[config.mk]
export PLATFORM = sky130hd
export DESIGN_NAME = sar_logic
export DESIGN_NICKNAME = d
export VERILOG_FILES = /design/src/rtl/sar_logic.sv
export SDC_FILE = /design/constraint.sdc
export NUM_CORES = 1
export LEC_CHECK = 0
export CAP_MARGIN = 20
export CORE_ASPECT_RATIO = 1.5
export CORE_MARGIN = 5
export CORE_UTILIZATION = 39
export CTS_BUF_LIST = sky130_fd_sc_hd__clkbuf_8 sky130_fd_sc_hd__clkbuf_16
export DETAILED_ROUTE_END_ITERATION = 6
export GPL_ROUTABILITY_DRIVEN = 0
export PLACE_DENSITY_LB_ADDON = 0.3
export SETUP_SLACK_MARGIN = 0.5
export SYNTH_ARGS = -nofsm -noshare
export SYNTH_HDL_FRONTEND = slang
export SYNTH_SLANG_ARGS = --single-unit
[constraint.sdc]
create_clock -name clk -period 2.9 [get_ports clk]
set_clock_uncertainty 0.2 [all_clocks]
set_input_delay 0.58 -clock clk [delete_from_list [all_inputs] [get_ports clk]]
set_output_delay 0.58 -clock clk [all_outputs]
set_load 0.02 [all_outputs]
[src/rtl/sar_logic.sv]
// Successive-approximation register controller: samples, then resolves an
// N-bit code MSB-first from the comparator decision and strobes the result.
module sar_logic #(
  parameter int N             = 5,
  parameter int SAMPLE_CYCLES = 2,
  parameter bit CONTINUOUS    = 1'b0
) (
  input  logic         clk,
  input  logic         reset,
  input  logic         start,
  input  logic         comp,
  output logic         sample,
  output logic [N-1:0] dac_code,
  output logic [N-1:0] result,
  output logic         valid,
  output logic         busy
);

  localparam int          IW       = (N > 1) ? $clog2(N) : 1;
  localparam logic [IW-1:0] IDX_TOP = IW'(N - 1);
  localparam logic [3:0]  CNT_LOAD = 4'(SAMPLE_CYCLES - 1);
  localparam logic [N-1:0] MSB_ONE = N'(1) << (N - 1);

  typedef enum logic [1:0] {
    IDLE    = 2'd0,
    SAMPLE  = 2'd1,
    CONVERT = 2'd2
  } state_t;

  state_t        state, state_n;
  logic [IW-1:0] idx, idx_n;
  logic [3:0]    cnt, cnt_n;
  logic          sample_n, valid_n, busy_n;
  logic [N-1:0]  dac_n, result_n;

  // Next-state and next-output computation; every output is then registered.
  always_comb begin
    state_n  = state;
    idx_n    = idx;
    cnt_n    = cnt;
    sample_n = sample;
    valid_n  = 1'b0;
    busy_n   = busy;
    dac_n    = dac_code;
    result_n = result;
    case (state)
      IDLE: begin
        if (start || CONTINUOUS) begin
          state_n  = SAMPLE;
          sample_n = 1'b1;
          busy_n   = 1'b1;
          cnt_n    = CNT_LOAD;
          dac_n    = '0;
        end else begin
          state_n = IDLE;
        end
      end
      SAMPLE: begin
        if (cnt != 4'd0) begin
          cnt_n = cnt - 4'd1;
        end else begin
          state_n  = CONVERT;
          sample_n = 1'b0;
          dac_n    = MSB_ONE;
          idx_n    = IDX_TOP;
        end
      end
      CONVERT: begin
        // Keep or drop the bit under trial, then set the next lower trial bit.
        dac_n[idx] = comp;
        if (idx != '0) begin
          dac_n[idx - IW'(1)] = 1'b1;
          idx_n               = idx - IW'(1);
        end else begin
          result_n = {dac_code[N-1:1], comp};
          valid_n  = 1'b1;
          if (CONTINUOUS) begin
            state_n  = SAMPLE;
            sample_n = 1'b1;
            cnt_n    = CNT_LOAD;
          end else begin
            state_n = IDLE;
            busy_n  = 1'b0;
          end
        end
      end
      default: begin
        state_n  = IDLE;
        sample_n = 1'b0;
        busy_n   = 1'b0;
      end
    endcase
  end

  // State and output registers with synchronous reset.
  always_ff @(posedge clk) begin
    if (reset) begin
      state    <= IDLE;
      idx      <= IDX_TOP;
      cnt      <= 4'd0;
      sample   <= 1'b0;
      valid    <= 1'b0;
      busy     <= 1'b0;
      dac_code <= '0;
      result   <= '0;
    end else begin
      state    <= state_n;
      idx      <= idx_n;
      cnt      <= cnt_n;
      sample   <= sample_n;
      valid    <= valid_n;
      busy     <= busy_n;
      dac_code <= dac_n;
      result   <= result_n;
    end
  end

endmodule

==> results by group, run 1 <==
Setup path
  • Req. time, crit path: 2890 ps
  • Reg-to-reg critical path endpoint: cnt[1]
  • Worst Setup SP: start
  • R2R cell count: 6
  • WS Path Type: in2reg
  • Worst R2R Setup Slack: 760 ps
  • CP max FO: 8
  • Crit end category: flip-flop
  • RR Startpoint: cnt[0]
  • Arr. time, crit path: 2260 ps
  • CP Launch Type: input port

Routing
  • Routed WL: 2.99 mm
  • Vias: 1,135
  • Number of DRC markers in iteration 0: 22
  • Post-DRT Antenna Nets: 0
  • Drt wl/cell: 14.8 um
  • Drt pass-1 iters: 6
  • DRC: 0
  • Vias per std cell: 5.62

Timing
  • Post-layout min period: 2280 ps
  • Fin Setup TNS: 0 ps
  • Slew Limit Fails: 0
  • Fmax: 0.439 GHz
  • Hold Slack: 303 ps
  • Setup violators final: 0
  • Worst Slack Setup Final: 624 ps
  • Unrepaired setup endpoints after global routing: false
  • Tightest Pin Transition: 519 ps
  • Normalized max-slew margin: 65.3%
  • Fin. Hold Viols: 0
  • Tcrit/Tclk final: 78.5%

Placement
  • Input/output buffers: 16
  • Post-DP HPWL: 2.24 mm
  • Placed cells: 198
  • Post-Place Worst Slack: 292 ps
  • Placed Area: 1490 um2

Cells and area
  • Final net count: 175
  • Register area: 442 um2
  • Multi-input gate area: 797 um2
  • Filler instances: 314
  • Final Instance Count excl. Fillers: 202
  • Ratio of cells with drive above 1 in the final layout: 10.5%
  • Area grow syn2layout: 19.2%
  • ANT cells: 0
  • Fin area: 1550 um2

Synthesis
  • Yosys Warn Count: 0
  • Post-synthesis sequential area ratio: 33.9%
  • Area contributors post-synth: dfxtp_1, ha_1, mux2i_1
  • Netlist cell types: 42
  • Syn_area_per_cell: 8.72 um2
  • Synthesized net count: 161
  • Number of synthesized flops with an enable pin: 0
  • Cell with the most instances after synthesis: dfxtp_1
  • Yosys top cell by area: dfxtp_1
  • Async SR Flop Fraction: 0%
  • Synth top area share: 33.9%
  • Synthesized area: 1300 um2
  • Post-synth top cells: dfxtp_1, nor2_1, inv_1
  • Syn Inst Count: 149
  • Synthesis-stage register bit count: 22
  • Primary FF master, synth: dfxtp_1

Power
  • Internal: 0.000642 W
  • Pleak: 0.550 nW
  • Switching share of total power: 36.5%
  • Worst vdd ir: 323 uV
  • Power per Cell Area: 653 nW/um2
  • Clock network power share: 22.0%
  • Sequential fraction of design power: 38.2%
  • NetSw: 0.000369 W
  • Comb pwr share: 39.8%

Floorplanning
  • I/O Pins: 17
  • Core area: 3190 um2
  • Die area: 4610 um2
  • Initial core utilization: 40.7%
  • # rows: 25
  • Die Width: 57.1 um
  • Die span in y: 80.7 um

Clocking
  • Clk buf depth: 2
  • Hold_buf cts: 0
  • Number of post-CTS setup repair buffers: 0
  • Cts bufs inserted: 3
  • CTS tree: built
  • Clock transition at path regs: 80 ps
  • Root Buffer Master: clkbuf_8
  • Clock sink count: 22
  • Htree depth: 1
  • Worst-Skew Late Latency: 260 ps

Min path
  • Origin of the worst min-delay path: result[4]
  • Hold path depth: 2
  • Type of the worst min-delay path: reg2reg
  • Hold Path Sink: result[4]

Global route
  • GR Overflow Total: 0
  • Overall global routing resource usage: 14.1%
  • Initial antenna violation count: 0
  • Largest net degree at the start of global routing: 24
  • Vias in the first global route: 1,125
  • First-pass GRT wire length: 5.19 mm

Run
  • Max cap viols: 0

Status
  • Status: finished clean
-- state kept, by name (all words and copies together), names as in the netlist --
name,count
cnt,4
dac_code,5
busy,1
state,2
valid,1
sample,1
idx,3
result,5
-- final cells by class --
cell class | count | share of cell area, %
Sequential cell | 22 | 28.5
Tap cell | 40 | 3.23
Inverter | 10 | 2.42
Timing Repair Buffer | 17 | 10.8
Multi-Input combinational cell | 109 | 51.5
Clock buffer | 4 | 3.55
-- metrics by stage --
stage               power, W  utilization, %
floorplan           0.000703               -
global placement    0.000783            46.6
detailed placement  0.000792            46.6
CTS                  0.00102            48.3
global route         0.00109            48.5
finish               0.00101            48.5
-- worst max-delay path, cell delays in order --
cell	delay [ps]
clkdlybuf4s50_1	520
nor2b_1	470
a211oi_4	130
or3b_2	470
o211ai_1	90
-- what timing repair did --
item | CTS | global route
hold endpoints to repair | 0 | 0
gates resized for setup | 0 | 2
setup endpoints to repair | 0 | 6
-- worst max path at each step --
| stage | endpoint | slack, ps |
|---|---|---|
| after floorplan | idx[0] | 740 |
| after global placement | dac_code[1] | 440 |
| after detailed placement | dac_code[0] | 290 |
| after CTS | dac_code[0] | 550 |
| after global routing | dac_code[1] | 520 |
| final | dac_code[2] | 620 |
-- power groups by stage --
stage	clock, W	combinational [W]	sequential, W
2_1_floorplan	0	0.000317	0.000385
3_3_place_gp	0	0.000393	0.000390
3_5_place_dp	0	0.000400	0.000392
4_1_cts	0.000231	0.000404	0.000385
5_1_grt	0.000246	0.000451	0.000394
6_report	0.000222	0.000403	0.000386
-- placed cells by master (no fill, tap or decap), types with 2 or more instances in the layout --
cell,count
ha_1,8
or3b_2,3
clkbuf_8,4
dfxtp_1,21
nor3_1,3
a21oi_1,3
nor3b_1,5
nor2b_1,2
clkdlybuf4s50_1,16
inv_1,10
a211oi_1,5
nand4_1,2
mux2i_1,9
nand2_1,9
or3_1,3
nand2b_1,5
a31oi_1,4
nor2_1,18
xnor2_1,2
o211ai_1,5
a211oi_2,2
-- cells by family after synthesis --
logic type | share of synthesized area [%]
XOR/XNOR | 1.35
AND/OR/NAND/NOR | 24.9
flip-flops | 33.9
AO/OA/AOI/OAI | 19.1
adder cells (fa/ha/maj) | 7.70
multiplexers | 7.80
buffers and inverters | 5.29
-- per-layer routing --
| layer | vias to the layer above | track usage (%) | routed length (um) |
|---|---|---|---|
| met5 | - | 0 | 0 |
| met4 | 0 | 6.73 | 68 |
| met3 | 8 | 2.09 | 80 |
| met2 | 21 | 23.9 | 1530 |
| met1 | 547 | 17.1 | 1310 |
| li1 | 559 | - | - |
Note: power is estimated with default switching activity, not from simulation.
==> run 2: changes to the inputs <==
==> constraint.sdc (replaced) <==
create_clock -name clk -period 2.1 [get_ports clk]
set_clock_uncertainty 0.2 [all_clocks]
set_input_delay 0.42 -clock clk [delete_from_list [all_inputs] [get_ports clk]]
set_output_delay 0.42 -clock clk [all_outputs]
set_load 0.02 [all_outputs]
==> results by group, run 2 (synthesis results as in run 1) <==
Status
  • Status: finished clean

Routing
  • DRC: 0
  • Vias per std cell: 5.53
  • Drt pass-1 iters: 4
  • Post-DRT Antenna Nets: 0
  • Number of DRC markers in iteration 0: 56
  • Vias: 1,256
  • Drt wl/cell: 16.5 um
  • Routed WL: 3.75 mm

Cells and area
  • Final net count: 200
  • Biggest regs: dac_code (5), result (5), cnt (4)
  • Fin util: 60.2%
  • Ratio of cells with drive above 1 in the final layout: 39.0%
  • Most frequent cells in the layout: buf_4, nor2_1, dfxtp_1
  • Register area: 450 um2
  • Multi-input gate area: 953 um2
  • ANT cells: 0
  • Commonest non-fill, non-tap cell in the layout: buf_4
  • Filler instances: 295
  • Area grow syn2layout: 47.6%
  • Final Instance Count excl. Fillers: 227

Setup path
  • R2R cell count: 6
  • Arr. time, crit path: 2030 ps
  • Crit end category: flip-flop
  • Req. time, crit path: 2090 ps
  • CP Launch Type: flip-flop
  • WS Path Type: reg2reg
  • CP max FO: 6

Timing
  • Unrepaired setup endpoints after global routing: true
  • Tcrit/Tclk final: 96.8%
  • Setup violators final: 0
  • Normalized max-slew margin: 65.8%
  • Tightest Pin Transition: 506 ps
  • Fin. Hold Viols: 0
  • Fin Setup TNS: 0 ps
  • Fmax: 0.492 GHz
  • Slew Limit Fails: 0
  • Post-layout min period: 2030 ps

Floorplanning
  • # rows: 25
  • Core area: 3190 um2
  • Die span in y: 80.7 um
  • Die Width: 57.1 um
  • I/O Pins: 17
  • Die area: 4610 um2
  • Initial core utilization: 40.7%

Power
  • Pleak: 0.741 nW
  • Worst vdd ir: 540 uV
  • Power per Cell Area: 978 nW/um2
  • Tot Pwr: 0.00188 W

Min path
  • Type of the worst min-delay path: reg2reg
  • Hold path depth: 2

Global route
  • Vias in the first global route: 1,290
  • Overall global routing resource usage: 16.0%
  • Met2 usage in global routing: 30.7%
  • Most used routing layer: met2
  • First-pass GRT wire length: 5.85 mm
  • Initial antenna violation count: 0
  • GR Overflow Total: 0
  • Met3 Resource Use GR: 2.41%
  • Grt met1 use: 16.0%
  • Largest net degree at the start of global routing: 16

Clocking
  • Clock sink count: 22
  • Hold_buf cts: 0
  • Worst-Skew Late Latency: 270 ps
  • Root Buffer Master: clkbuf_8
  • Clock transition at path regs: 80 ps
  • Clk buf depth: 2
  • Htree depth: 1
  • Cts bufs inserted: 3
  • CTS tree: built

Placement
  • Input/output buffers: 16
  • Post-DP HPWL: 2.52 mm
  • Placed cells: 210

Run
  • Max cap viols: 0
==> run 2: worst paths after layout <==
check	startpoint	end	slack, ps
max	cnt[0]	dac_code[3]	70
max reg2reg	cnt[0]	dac_code[3]	70
min reg2reg	result[3]	result[3]	290
min	result[3]	result[3]	290
==> run 2: where the power goes <==
| part | internal (W) | switching [W] | leakage (nW) |
|---|---|---|---|
| clock | 0.000167 | 0.000141 | 0.0288 |
| sequential | 0.000476 | 0.0000619 | 0.182 |
| combinational | 0.000526 | 0.000504 | 0.531 |
| total | 0.00117 | 0.000707 | 0.741 |
==> run 2: final cells by class <==
type,instances,area share (%)
Clock buffer,4,2.87
Inverter,10,2.35
Multi-Input combinational cell,109,49.7
Sequential cell,22,23.5
Tap cell,40,2.61
Timing Repair Buffer,42,19.0
==> run 2: timing repair <==
action                     4_1_cts  5_1_grt
gates resized for setup         41       11
pin swaps                       11        9
buffers inserted                 8        5
setup endpoints to repair       34       25
cloned                           0        0
==> run 2: worst max-delay path: stages (launching register included) <==
cell      delay [ps]
dfxtp_4          360
inv_4             60
ha_4             130
or3b_4           420
a211oi_4         380
o211ai_1         180
a211oi_2         230
==> run 2: layer usage <==
layer / wire length (um) / share of wire [%]
met5: 0 / 0
met4: 96 / 2.6
met3: 58 / 1.5
met1: 1380 / 37
met2: 2220 / 59
==> run 2: through the flow <==
stage	setup slack (ps)	area (um2)	hold slack (ps)
global placement	60.5	1640	273
CTS	126	1830	301
finish	66.2	1920	293
detailed placement	14.4	1640	287
global route	-13.2	1920	332
floorplan	288	1410	274
